**config.mk**
```make
export PLATFORM = sky130hd
export DESIGN_NAME = exp6_unidade_controle_flat
export DESIGN_NICKNAME = d
export VERILOG_FILES = /design/src/rtl/exp6_unidade_controle_if.sv /design/src/rtl/exp6_unidade_controle.sv /design/src/flat_wrapper.sv
export SDC_FILE = /design/constraint.sdc
export NUM_CORES = 1
export LEC_CHECK = 0
export BUFFER_PORTS_ARGS = -buffer_cell sky130_fd_sc_hd__buf_4
export CAP_MARGIN = 20
export CORE_MARGIN = 1.5
export CORE_UTILIZATION = 40
export DETAILED_ROUTE_END_ITERATION = 16
export HOLD_SLACK_MARGIN = 0.08
export PLACE_DENSITY = 0.74
export SKIP_CTS_REPAIR_TIMING = 1
export SLEW_MARGIN = 20
export SYNTH_ARGS = -nofsm -noshare
export SYNTH_HDL_FRONTEND = slang
export SYNTH_SLANG_ARGS = --single-unit
```
**constraint.sdc**
```tcl
create_clock -name clock -period 3.75 [get_ports clock]
set_input_delay 0.375 -clock clock [delete_from_list [all_inputs] [get_ports clock]]
set_output_delay 0.375 -clock clock [all_outputs]
set_load 0.01 [all_outputs]
```
**src/rtl/exp6_unidade_controle_if.sv**
```systemverilog
// ---------------------------------------------------------------------------
// exp6_unidade_controle_if
// Bundles the controller <-> datapath signals of the memory game.
//   Status (datapath -> controller): jogar, jogada_feita, jogada_correta,
//     enderecoIgualRodada, fimC, fimL, timeout
//   Control (controller -> datapath): zeraCR, contaCR, zeraE, contaE,
//     limpaRC, registraRC, zeraLeds, registraLeds, contaT, zeraT,
//     led_selector, pronto, ganhou, perdeu, db_timeout
//   Debug: db_estado (4-bit current state for the 7-segment display)
// Modports: master = controller side, slave = datapath / stimulus side.
// ---------------------------------------------------------------------------
interface exp6_unidade_controle_if;
    // status inputs to the controller
    logic       jogar;
    logic       jogada_feita;
    logic       jogada_correta;
    logic       enderecoIgualRodada;
    logic       fimC;
    logic       fimL;
    logic       timeout;
    // control outputs from the controller
    logic       zeraCR;
    logic       contaCR;
    logic       zeraE;
    logic       contaE;
    logic       limpaRC;
    logic       registraRC;
    logic       zeraLeds;
    logic       registraLeds;
    logic       contaT;
    logic       zeraT;
    logic       led_selector;
    logic       pronto;
    logic       ganhou;
    logic       perdeu;
    logic       db_timeout;
    logic [3:0] db_estado;

    modport master (
        input  jogar, jogada_feita, jogada_correta, enderecoIgualRodada,
               fimC, fimL, timeout,
        output zeraCR, contaCR, zeraE, contaE, limpaRC, registraRC,
               zeraLeds, registraLeds, contaT, zeraT, led_selector,
               pronto, ganhou, perdeu, db_timeout, db_estado
    );

    modport slave (
        output jogar, jogada_feita, jogada_correta, enderecoIgualRodada,
               fimC, fimL, timeout,
        input  zeraCR, contaCR, zeraE, contaE, limpaRC, registraRC,
               zeraLeds, registraLeds, contaT, zeraT, led_selector,
               pronto, ganhou, perdeu, db_timeout, db_estado
    );
endinterface

```
**src/rtl/exp6_unidade_controle.sv**
```systemverilog
// ---------------------------------------------------------------------------
// exp6_unidade_controle
// Moore control unit of the memory ("genius") game: shows the LED sequence
// of the current round, then checks the player's plays one by one.
// Ports:
//   clock  - rising-edge system clock (50 MHz)
//   reset  - asynchronous active-low reset, forces INICIAL
//   bus    - exp6_unidade_controle_if.master (status in, controls out,
//            db_estado debug state)
// Build option: define TIMEOUT_EN to enable the play-wait timeout
// (ESPERA_JOGADA -> FIM_TIMEOUT and contaT running while waiting).
// Outputs are registered and decoded from the next state, so they always
// match the state register exactly (pure Moore behaviour, glitch free).
// ---------------------------------------------------------------------------
module exp6_unidade_controle (
    input  logic                          clock,
    input  logic                          reset,
    exp6_unidade_controle_if.master       bus
);

    typedef enum logic [3:0] {
        INICIAL        = 4'h0,
        PREPARA        = 4'h1,
        INICIO_RODADA  = 4'h2,
        CARREGA_LED    = 4'h3,
        MOSTRA_LED     = 4'h4,
        APAGA_LED      = 4'h5,
        PROXIMO_LED    = 4'h6,
        INICIA_JOGO    = 4'h7,
        ESPERA_JOGADA  = 4'h8,
        REGISTRA       = 4'h9,
        COMPARA        = 4'hA,
        PROXIMA_JOGADA = 4'hB,
        PROXIMA_RODADA = 4'hC,
        FIM_ACERTO     = 4'hD,
        FIM_ERRO       = 4'hE,
        FIM_TIMEOUT    = 4'hF
    } state_t;

    typedef struct packed {
        logic zera_cr;
        logic conta_cr;
        logic zera_e;
        logic conta_e;
        logic limpa_rc;
        logic registra_rc;
        logic zera_leds;
        logic registra_leds;
        logic conta_t;
        logic zera_t;
        logic led_selector;
        logic pronto;
        logic ganhou;
        logic perdeu;
        logic db_timeout;
    } ctrl_t;

    state_t state_reg;
    state_t state_next;
    ctrl_t  ctrl_reg;

    // Output decode for a given state; used on the next state so the
    // registered outputs line up with the registered state.
    function automatic ctrl_t decode(input state_t s);
        ctrl_t c;
        c = '0;
        case (s)
            PREPARA: begin
                c.zera_cr   = 1'b1;
                c.zera_e    = 1'b1;
                c.limpa_rc  = 1'b1;
                c.zera_leds = 1'b1;
                c.zera_t    = 1'b1;
            end
            INICIO_RODADA: begin
                c.zera_e    = 1'b1;
                c.zera_leds = 1'b1;
            end
            CARREGA_LED: begin
                c.registra_leds = 1'b1;
                c.zera_t        = 1'b1;
            end
            MOSTRA_LED: begin
                c.led_selector = 1'b1;
                c.conta_t      = 1'b1;
            end
            APAGA_LED:   c.zera_leds = 1'b1;
            PROXIMO_LED: c.conta_e   = 1'b1;
            INICIA_JOGO: begin
                c.zera_e = 1'b1;
                c.zera_t = 1'b1;
            end
            ESPERA_JOGADA: begin
`ifdef TIMEOUT_EN
                c.conta_t = 1'b1;
`else
                c.conta_t = 1'b0;
`endif
            end
            REGISTRA: c.registra_rc = 1'b1;
            PROXIMA_JOGADA: begin
                c.conta_e = 1'b1;
                c.zera_t  = 1'b1;
            end
            PROXIMA_RODADA: c.conta_cr = 1'b1;
            FIM_ACERTO: begin
                c.pronto = 1'b1;
                c.ganhou = 1'b1;
            end
            FIM_ERRO: begin
                c.pronto = 1'b1;
                c.perdeu = 1'b1;
            end
            FIM_TIMEOUT: begin
                c.pronto = 1'b1;
                c.perdeu = 1'b1;
`ifdef TIMEOUT_EN
                c.db_timeout = 1'b1;
`endif
            end
            default: c = '0;
        endcase
        return c;
    endfunction

`ifndef TIMEOUT_EN
    // timeout has no effect when the feature is compiled out
    logic unused_timeout;
    assign unused_timeout = bus.timeout;
`endif

    always_comb begin
        state_next = state_reg;
        case (state_reg)
            INICIAL:        if (bus.jogar) state_next = PREPARA;
            PREPARA:        state_next = INICIO_RODADA;
            INICIO_RODADA:  state_next = CARREGA_LED;
            CARREGA_LED:    state_next = MOSTRA_LED;
            MOSTRA_LED:     if (bus.fimL) state_next = APAGA_LED;
            APAGA_LED:      state_next = bus.enderecoIgualRodada ? INICIA_JOGO
                                                                 : PROXIMO_LED;
            PROXIMO_LED:    state_next = CARREGA_LED;
            INICIA_JOGO:    state_next = ESPERA_JOGADA;
            ESPERA_JOGADA: begin
                // a completed play wins over a simultaneous timeout
                if (bus.jogada_feita)
                    state_next = REGISTRA;
`ifdef TIMEOUT_EN
                else if (bus.timeout)
                    state_next = FIM_TIMEOUT;
`endif
            end
            REGISTRA:       state_next = COMPARA;
            COMPARA: begin
                if (!bus.jogada_correta)
                    state_next = FIM_ERRO;
                else if (!bus.enderecoIgualRodada)
                    state_next = PROXIMA_JOGADA;
                else if (bus.fimC)
                    state_next = FIM_ACERTO;
                else
                    state_next = PROXIMA_RODADA;
            end
            PROXIMA_JOGADA: state_next = ESPERA_JOGADA;
            PROXIMA_RODADA: state_next = INICIO_RODADA;
            FIM_ACERTO, FIM_ERRO, FIM_TIMEOUT:
                            if (bus.jogar) state_next = PREPARA;
            default:        state_next = INICIAL;
        endcase
    end

    always_ff @(posedge clock or negedge reset) begin
        if (!reset) begin
            state_reg <= INICIAL;
            ctrl_reg  <= '0;
        end else begin
            state_reg <= state_next;
            ctrl_reg  <= decode(state_next);
        end
    end

    assign bus.zeraCR       = ctrl_reg.zera_cr;
    assign bus.contaCR      = ctrl_reg.conta_cr;
    assign bus.zeraE        = ctrl_reg.zera_e;
    assign bus.contaE       = ctrl_reg.conta_e;
    assign bus.limpaRC      = ctrl_reg.limpa_rc;
    assign bus.registraRC   = ctrl_reg.registra_rc;
    assign bus.zeraLeds     = ctrl_reg.zera_leds;
    assign bus.registraLeds = ctrl_reg.registra_leds;
    assign bus.contaT       = ctrl_reg.conta_t;
    assign bus.zeraT        = ctrl_reg.zera_t;
    assign bus.led_selector = ctrl_reg.led_selector;
    assign bus.pronto       = ctrl_reg.pronto;
    assign bus.ganhou       = ctrl_reg.ganhou;
    assign bus.perdeu       = ctrl_reg.perdeu;
    assign bus.db_timeout   = ctrl_reg.db_timeout;
    assign bus.db_estado    = state_reg;

endmodule

```
**src/flat_wrapper.sv**
```systemverilog
// flat-port wrapper written by rule: the top's interface ports become plain ports
module exp6_unidade_controle_flat 
  (clock, reset, bus_jogar, bus_jogada_feita, bus_jogada_correta, bus_enderecoIgualRodada, bus_fimC, bus_fimL, bus_timeout, bus_zeraCR, bus_contaCR, bus_zeraE, bus_contaE, bus_limpaRC, bus_registraRC, bus_zeraLeds, bus_registraLeds, bus_contaT, bus_zeraT, bus_led_selector, bus_pronto, bus_ganhou, bus_perdeu, bus_db_timeout, bus_db_estado);
  exp6_unidade_controle_if bus_i ();
  input  logic clock;
  input  logic reset;
  input wire logic [$bits(bus_i.jogar)-1:0] bus_jogar;
  input wire logic [$bits(bus_i.jogada_feita)-1:0] bus_jogada_feita;
  input wire logic [$bits(bus_i.jogada_correta)-1:0] bus_jogada_correta;
  input wire logic [$bits(bus_i.enderecoIgualRodada)-1:0] bus_enderecoIgualRodada;
  input wire logic [$bits(bus_i.fimC)-1:0] bus_fimC;
  input wire logic [$bits(bus_i.fimL)-1:0] bus_fimL;
  input wire logic [$bits(bus_i.timeout)-1:0] bus_timeout;
  output wire logic [$bits(bus_i.zeraCR)-1:0] bus_zeraCR;
  output wire logic [$bits(bus_i.contaCR)-1:0] bus_contaCR;
  output wire logic [$bits(bus_i.zeraE)-1:0] bus_zeraE;
  output wire logic [$bits(bus_i.contaE)-1:0] bus_contaE;
  output wire logic [$bits(bus_i.limpaRC)-1:0] bus_limpaRC;
  output wire logic [$bits(bus_i.registraRC)-1:0] bus_registraRC;
  output wire logic [$bits(bus_i.zeraLeds)-1:0] bus_zeraLeds;
  output wire logic [$bits(bus_i.registraLeds)-1:0] bus_registraLeds;
  output wire logic [$bits(bus_i.contaT)-1:0] bus_contaT;
  output wire logic [$bits(bus_i.zeraT)-1:0] bus_zeraT;
  output wire logic [$bits(bus_i.led_selector)-1:0] bus_led_selector;
  output wire logic [$bits(bus_i.pronto)-1:0] bus_pronto;
  output wire logic [$bits(bus_i.ganhou)-1:0] bus_ganhou;
  output wire logic [$bits(bus_i.perdeu)-1:0] bus_perdeu;
  output wire logic [$bits(bus_i.db_timeout)-1:0] bus_db_timeout;
  output wire logic [$bits(bus_i.db_estado)-1:0] bus_db_estado;
  assign bus_i.jogar = bus_jogar;
  assign bus_i.jogada_feita = bus_jogada_feita;
  assign bus_i.jogada_correta = bus_jogada_correta;
  assign bus_i.enderecoIgualRodada = bus_enderecoIgualRodada;
  assign bus_i.fimC = bus_fimC;
  assign bus_i.fimL = bus_fimL;
  assign bus_i.timeout = bus_timeout;
  assign bus_zeraCR = bus_i.zeraCR;
  assign bus_contaCR = bus_i.contaCR;
  assign bus_zeraE = bus_i.zeraE;
  assign bus_contaE = bus_i.contaE;
  assign bus_limpaRC = bus_i.limpaRC;
  assign bus_registraRC = bus_i.registraRC;
  assign bus_zeraLeds = bus_i.zeraLeds;
  assign bus_registraLeds = bus_i.registraLeds;
  assign bus_contaT = bus_i.contaT;
  assign bus_zeraT = bus_i.zeraT;
  assign bus_led_selector = bus_i.led_selector;
  assign bus_pronto = bus_i.pronto;
  assign bus_ganhou = bus_i.ganhou;
  assign bus_perdeu = bus_i.perdeu;
  assign bus_db_timeout = bus_i.db_timeout;
  assign bus_db_estado = bus_i.db_estado;
  exp6_unidade_controle u_core (.clock(clock), .reset(reset), .bus(bus_i));
endmodule
```
* Word-level counts from Yosys, hierarchy flattened
Index checks and enable logic that the tools add are counted.
Operators by class: equality and inequality tests 28, reduce and logical (&&, ||, !) cells 11, multiplexer cells 20
Operators with widths (number):
- equality test 4 bit (second input constant) | 14
- one-hot mux 4 bit (10 select lines) | 1
- equality test 4 x 3 -> 1 bit (second input constant) | 8
- two-way mux 4 bit | 5
- equality test 4 x 2 -> 1 bit (second input constant) | 4
- two-way mux 1 bit | 14
- OR reduction 2 bit | 5
- OR reduction 3 bit | 3
- equality test 4 x 1 -> 1 bit (second input constant) | 2
- OR reduction 4 bit | 2
- zero test 4 bit | 1
Word-level totals: input bits 9, bits in registers 16

* Longest topological paths before layout
Gate-level depths: netlist of the first run.
depth after elaboration 7, depth in mapped cells 7, depth with buffers taken out 5

* Least setup slack after synthesis of the first run
Ideal clock, no wire load.
path kind reg2reg, start point reg u_core.state_reg[1], in the netlist u_core.bus.db_estado[1], end point reg u_core.ctrl_reg (netlist bit u_core.bus.contaCR), slack 2.263 ns, clock period less this slack 1.487 ns, setup time 0.081 ns, stages on the path, launching flop included 6, buffers on the path 0, arrival time 1.406 ns, path through dfrtp_1 > or2b_1 > nand4b_4 > o211ai_2 > a211oi_4 > nor3b_2
On the way: longest elaborated chain between the ends 5, elaborated cells on any way between the ends 26
RTL lines:
- start, declared | line exp6_unidade_controle.sv:58 | state_t state_reg;
- start signal, assigned | line exp6_unidade_controle.sv:177 | state_reg <= state_next;
- equality test 4 bit, or another cell as far along | line exp6_unidade_controle.sv:134 | case (state_reg)
- OR reduction 4 bit (no source line) / OR reduction 2 bit (equally long branches)
- one-hot mux 4 bit (10 select lines) * | line exp6_unidade_controle.sv:134
- equality test 4 bit * | line exp6_unidade_controle.sv:67 | case (s)
- two-way mux 1 bit * | line exp6_unidade_controle.sv:67
- end signal, assigned | line exp6_unidade_controle.sv:178 | ctrl_reg <= decode(state_next);
- end, declared | line exp6_unidade_controle.sv:60 | ctrl_t ctrl_reg;
Mark *: on every way between the ends. The rest lies on a longest branch, timed or not.

* Worst setup path in the final report of the first run
start point reg u_core.state_reg[2], in the netlist u_core.bus.db_estado[2], end point reg u_core.ctrl_reg (netlist bit u_core.bus.contaE)
On the way: longest elaborated chain between the ends 6, elaborated cells on any way between the ends 28
RTL lines (line):
- equality test 4 bit, or another cell as far along | exp6_unidade_controle.sv:134
- OR reduction 4 bit (no source line) / OR reduction 2 bit (equally long branches)
- one-hot mux 4 bit (10 select lines) * | exp6_unidade_controle.sv:134
- equality test 4 x 3 -> 1 bit / equality test 4 bit (equally long branches) | exp6_unidade_controle.sv:67
- OR reduction 2 bit (no source line) *
- two-way mux 1 bit * | exp6_unidade_controle.sv:67
Marks and branches as above.

==> results of run 1 <==
cells in the final DEF (no fill, tap or decap), types with 2 or more instances in the layout:
cell type | Yosys | routed
nor3b_2 | 2 | 2
a31oi_1 | 2 | 2
nand2b_1 | 4 | 4
inv_1 | 5 | 5
clkbuf_4 | 0 | 3
nand3_1 | 3 | 3
a21oi_1 | 6 | 6
nor2_2 | 2 | 2
dfrtp_1 | 16 | 16
o32ai_1 | 2 | 2
o21ai_0 | 6 | 6
buf_4 | 5 | 25
nor3_1 | 5 | 5
nand2_1 | 4 | 4
nor2_1 | 5 | 5
registers in the layout, summed over array words and instances (netlist names):
| register | count |
|---|---|
| u_core.bus.pronto | 1 |
| u_core.bus.zeraE | 1 |
| u_core.bus.ganhou | 1 |
| u_core.bus.registraLeds | 1 |
| u_core.bus.contaCR | 1 |
| u_core.bus.contaE | 1 |
| u_core.bus.perdeu | 1 |
| u_core.bus.contaT | 1 |
| u_core.bus.zeraLeds | 1 |
| u_core.bus.zeraCR | 1 |
| u_core.bus.registraRC | 1 |
| u_core.bus.zeraT | 1 |
| u_core.bus.db_estado | 4 |
critical path, cell delays in order (launching register included):
cell and delay [ns]:
dfrtp_1 0.65, nand2_1 0.18, nor2_2 0.20, o32a_1 0.47, o211ai_1 0.16, mux2i_1 0.14
cell type report:
type                    count  area share, %
flip-flops and latches     16          36.82
multi-input cells          59          36.82
repair buffers             26          18.18
clock buffers               4          3.337
well taps                  27          3.107
inverters                   5          1.726
Yosys cell counts (2+ instances only):
cell and n:
buf_4 5, a21oi_1 6, nor3b_2 2, inv_1 5, nand3_1 3, nor3_1 5
dfrtp_1 16, o21ai_0 6, o32ai_1 2, nor2_1 5, nand2b_1 4, nand2_1 4
nor2_2 2, buf_6 3, a31oi_1 2
path summary, 6_finish.rpt:
kind / startpoint / endpoint / cells past startpoint
min: bus_jogada_feita / u_core.bus.registraRC / 3
min in group asynchronous: reset / u_core.bus.contaE / 2
max: u_core.bus.db_estado[2] / u_core.bus.contaE / 5
min reg2reg: u_core.bus.db_estado[0] / u_core.bus.registraRC / 1
max in group asynchronous: reset / u_core.bus.zeraT / 2
max reg2reg: u_core.bus.db_estado[2] / u_core.bus.contaE / 5
through the flow:
step	utilization, %	total power [mW]	hold WS [ns]
final	53.77	0.9568	0.3593
after global routing	53.77	1.038	0.3779
after CTS	53.28	0.9628	-0.07663
after detailed placement	51.49	0.8436	0.2382
after global placement	51.49	0.8382	0.2360
after floorplan	-	0.7244	0.07941
kinds of logic (layout without fill, tap and decap cells):
group	Yosys count	in the layout	synth area share, %
other	1	1	0.4209
buffers and inverters	13	35	10.11
multiplexers	1	1	1.124
flip-flops	16	16	44.94
AO/OA/AOI/OAI	23	23	18.68
AND/OR/NAND/NOR	34	34	24.72
power groups by stage:
| stage | logic [mW] | registers, mW | clock network (mW) |
|---|---|---|---|
| final | 0.522 | 0.324 | 0.111 |
| after detailed placement | 0.520 | 0.324 | 0 |
| after CTS | 0.529 | 0.322 | 0.112 |
| after floorplan | 0.418 | 0.306 | 0 |
| after global placement | 0.515 | 0.323 | 0 |
| after global routing | 0.582 | 0.336 | 0.120 |
routing by layer:
layer / vias up / GRT usage [%]
li1: 346 / -
met1: 337 / 18.11
met2: 19 / 25.22
met3: 0 / 4.464
met4: 0 / 2.778
met5: - / 0
==> out/results.txt, run 1 <==
Sw Pwr -> 424.3 uW
pwr/cell area -> 879.9 mW/mm^2
max-slew violation count -> 0
Via density -> 5.124
RSZ-0062 raised after global routing -> false
largest net degree at the start of global routing -> 18
All-Layer GR Usage -> 14.66%
Die ar. -> 0.002519 sq mm
CP arrival -> 2.08 ns
met3 routed WL -> 101 microns
Core ar. -> 0.002022 sq mm
fin cells -> 137
Worst R2R Setup Slack -> 1.89 ns
crit path time final -> 1.865 ns
share of cells above drive strength 1 -> 38.18%
crit path max fanout -> 17
CTS Buffer Depth -> 2
static leakage -> 0.5363 nW
Mapped Nets -> 97
Reg power frac -> 33.8%
Fin. Hold Viols -> 0
synth top area cells -> dfrtp_1 45%, buf_4 4.2%, buf_6 3.8%, a21oi_1 3.4%, o21ai_0 3.4%
starting density of the core -> 44.06%
max cap viols -> 0
startpoint class of the critical path -> flip-flop
flops & latches, synth -> 16
multi-input logic area -> 400.4 sq um
met1 WL -> 727 microns
setup violators final -> 0
Hold Crit Class -> in -> reg
Synth area leader -> dfrtp_1
post-route antenna net violation count -> 0
iteration count of the initial detailed-routing pass -> 4
Sw Share -> 44.35%
row count -> 16
crit end category -> flip-flop
placed cell count -> 132
DR top layer -> met3
Area growth syn-to-layout -> 22.05%
I/O Pins -> 28
placed cell areas -> 0.001041 sq mm
outcome -> finished clean
post-DP HPWL -> 1178 microns
Setup WS pre-CTS -> 1.911 ns
Post-Route WL -> 1694 microns
Avg Cell Area, Syn -> 10.12 sq um
Final Net Count -> 120
critical path required time -> 3.97 ns
vias -> 702
Max IR drop VDD -> 0.5195 mV
clock transition at the registers of the reported paths -> 0.09 ns
synthesized area -> 890.9 sq um
Chip Height -> 50.19 microns
Combinational Power Share -> 54.6%
clock sink count -> 16
clock latency on the worst-skew pair -> 0.29 ns
share of the synthesized area in the top cell type -> 44.94%
initial antenna violation count -> 0
global-route wire length before repair -> 2808 microns
vias in the first global route -> 623
Fillers -> 192
routed len/inst -> 12.36 microns
ant diodes -> 0
root buffer cell -> clkbuf_4
Max Clock Skew -> 0.004202 ns
setup slack after layout -> 1.885 ns
clock network fraction of design power -> 11.6%
register area share after synthesis -> 44.94%
number of synthesized flops with an enable pin -> 0
Initial DRC Count -> 19
top flip-flop cell by instance count after synthesis -> dfrtp_1
Synth Instances -> 88
register area -> 400.4 sq um
CTS Buf Count -> 3
number of buffers added on ports -> 25
Netlist cell types -> 33
GRT overflow -> 0
synth warn -> 0
Post-synth ARST share -> 100.0%
crit share post-route -> 49.73%
DRC -> 0
CTS tree -> yes
max frequency -> 536.2 MHz
Pint -> 532.4 uW
cell area after layout -> 0.001087 sq mm
Total Neg Setup Slack -> 0 ns
Setup CP Type -> reg -> reg
GPL Wtd Cong -> 0.7983
H-Tree Depth -> 1
wire length on met2 -> 865 microns
Die X -> 50.19 microns
Note: power is estimated with default switching activity, not from simulation.
==> inputs of run 2 (changes only) <==
--- a/config.mk
+++ b/config.mk
@@ -11,7 +11,7 @@
 export CORE_UTILIZATION = 40
 export DETAILED_ROUTE_END_ITERATION = 16
 export HOLD_SLACK_MARGIN = 0.08
-export PLACE_DENSITY = 0.74
+export PLACE_DENSITY = 0.77
 export SKIP_CTS_REPAIR_TIMING = 1
 export SLEW_MARGIN = 20
 export SYNTH_ARGS = -nofsm -noshare
==> constraint.sdc (replaced) <==
create_clock -name clock -period 1.53 [get_ports clock]
set_input_delay 0.153 -clock clock [delete_from_list [all_inputs] [get_ports clock]]
set_output_delay 0.153 -clock clock [all_outputs]
set_load 0.01 [all_outputs]
==> run 2 against run 1 <==
Net effect: register-to-register slack got worse by 1.9 ns; critical path depth grew 1; the flow now finishes with violations (negative setup slack); sequential share of layout area decreased by 7.2 points; setup slack lost 1.9 ns; fmax rose by 20%; routed wire length up 40%; largest power group unchanged; die area unchanged; critical endpoint is now u_core.bus.zeraLeds; highest routed layer is now met4.
==> out/results.txt, run 2 (synthesized netlist as in run 1, its figures left out) <==
fin cells -> 165 (+20%)
crit path buf inv count -> 3 (+3)
Util after Layout -> 67.26% (+13 points)
vias -> 873 (+24%)
Chip Height -> 50.19 microns (unchanged)
outcome -> finished with violations
Reg power frac -> 21.9% (-12 points)
worst path cell trace -> buf_4 -> inv_1 -> buf_4 -> o21ai_0 -> a22o_2 -> o32ai_1
Pint -> 1.865 mW (+250%)
CTS Buffer Depth -> 2 (unchanged)
Via density -> 5.291 (+3.3%)
max frequency -> 643.1 MHz (+20%)
CTS Buf Count -> 3 (unchanged)
Initial DRC Count -> 20 (+1)
slowest stage delay, CP -> 0.42 ns (-0.23 ns)
RSZ-0062 raised after global routing -> true
Total Power Consumption -> 3.165 mW (+230%)
crit end category -> flip-flop
Hold Worst Slack -> 0.1815 ns (-0.1778 ns)
ant diodes -> 0 (unchanged)
max FFs per register -> 4 (unchanged)
iteration count of the initial detailed-routing pass -> 4 (unchanged)
crit path max fanout -> 4 (-13)
Post-Route WL -> 2364 microns (+40%)
Combinational Power Share -> 68.9% (+14 points)
Final Net Count -> 148 (+23%)
GRT overflow -> 0 (unchanged)
failing checks -> negative setup slack
vias in the first global route -> 763 (+22%)
clock latency on the worst-skew pair -> 0.30 ns (about the same)
routed len/inst -> 14.33 microns (+16%)
max cap viols -> 0 (unchanged)
clock transition at the registers of the reported paths -> 0.11 ns (+0.02 ns)
most common cell after layout, fill and taps aside -> buf_4
CP most frequent cell -> buf_4
CP arrival -> 1.74 ns (-0.34 ns)
Fillers -> 153 (-20%)
Hold Crit Class -> in -> reg
Sw Share -> 41.08% (-3.3 points)
multi-input logic area -> 449.2 sq um (+12%)
Fin. Hold Viols -> 0 (unchanged)
static leakage -> 0.6838 nW (+28%)
initial antenna violation count -> 0 (unchanged)
Die ar. -> 0.002519 sq mm (unchanged)
Die X -> 50.19 microns (unchanged)
All-Layer GR Usage -> 17.85% (+3.2 points)
GPL Wtd Cong -> 0.9173 (+15%)
Sw Pwr -> 1.300 mW (+210%)
global-route wire length before repair -> 3401 microns (+21%)
Max Clock Skew -> 0.01938 ns (+0.01518 ns)
number of buffers added on ports -> 25 (unchanged)
register area -> 402.9 sq um (+0.62%)
root buffer cell -> clkbuf_4
clock network fraction of design power -> 9.1% (-2.5 points)
post-route antenna net violation count -> 0 (unchanged)
share of cells above drive strength 1 -> 56.52% (+18 points)
H-Tree Depth -> 1 (unchanged)
crit path time final -> 1.555 ns (-0.3100 ns)
Area growth syn-to-layout -> 52.67%
Max IR drop VDD -> 1.447 mV (+180%)
CTS tree -> yes
crit share post-route -> 101.6% (+52 points)
clock sink count -> 16 (unchanged)
Setup CP Type -> reg -> reg
startpoint class of the critical path -> flip-flop
DRC -> 0 (unchanged)
Critical-path top delay cell -> dfrtp_1
max-slew violation count -> 0 (unchanged)
setup slack after layout -> -0.02498 ns (-1.910 ns)
setup violators final -> 4 (+4)
commonest cells after routing, fill and taps aside -> 50 x buf_4, 14 x dfrtp_1, 5 x nor2_1, 5 x nor3_1, 5 x o21ai_0
I/O Pins -> 28 (unchanged)
pwr/cell area -> 2327 mW/mm^2 (+160%)
critical path required time -> 1.71 ns (-2.26 ns)
placed cell count -> 153 (+16%)
Core ar. -> 0.002022 sq mm (unchanged)
row count -> 16 (unchanged)
largest net degree at the start of global routing -> 17 (-1)
Top delay family on crit path -> compound AO/OA/AOI/OAI gates
starting density of the core -> 44.06% (unchanged)
post-DP HPWL -> 1495 microns (+27%)
-- run 2: layer usage --
layer / vias to the layer above / share of wire, % / global-route usage, %
met5: - / 0 / 0
met4: 0 / 2.2 / 5.556
met3: 7 / 7.8 / 3.869
met2: 51 / 51 / 32.46
met1: 413 / 39 / 20.62
li1: 402 / - / -
-- run 2: per-stage QoR --
stage          worst slack, ns  cell area [sq um]  setup TNS (ns)
6_report              -0.02498               1360        -0.05829
4_1_cts                -0.1673               1235          -1.165
3_5_place_dp           -0.1082               1199         -0.6042
5_1_grt                -0.1093               1360         -0.4603
3_3_place_gp          -0.06637               1199         -0.3167
2_1_floorplan          0.04253              890.9               0
-- run 2: cell type report --
type | instances | area share [%]
Sequential cell | 16 | 29.62
Multi-Input combinational cell | 59 | 33.03
Timing Repair Buffer | 54 | 30.82
Clock buffer | 4 | 2.668
Tap cell | 27 | 2.484
Inverter | 5 | 1.380
-- run 2: worst paths after layout --
| path | from | to | slack (ns) | depth (start not counted) |
|---|---|---|---|---|
| worst min-delay path | bus_jogada_feita | u_core.bus.registraRC | 0.18 | 4 |
| worst max-delay path | u_core.bus.db_estado[0] | u_core.bus.zeraLeds | -0.02 | 6 |
| worst min register to register | u_core.bus.db_estado[1] | u_core.bus.registraRC | 0.64 | 2 |
| min in group asynchronous | reset | u_core.bus.registraRC | 0.23 | 2 |
| worst max register to register | u_core.bus.db_estado[0] | u_core.bus.zeraLeds | -0.02 | 6 |
| max in group asynchronous | reset | u_core.bus.perdeu | 1.10 | 2 |
-- run 2: worst min-delay path, stage by stage --
cell     delay (ns)
buf_4          0.11
nand2_2        0.07
buf_4          0.09
nor3_1         0.04
-- run 2: power groups by stage --
stage	logic, mW	clock network (mW)	registers (mW)
floorplan	1.02	0	0.751
global placement	1.75	0	0.707
detailed placement	1.79	0	0.710
CTS	1.80	0.295	0.702
global route	2.32	0.322	0.710
finish	2.18	0.289	0.694
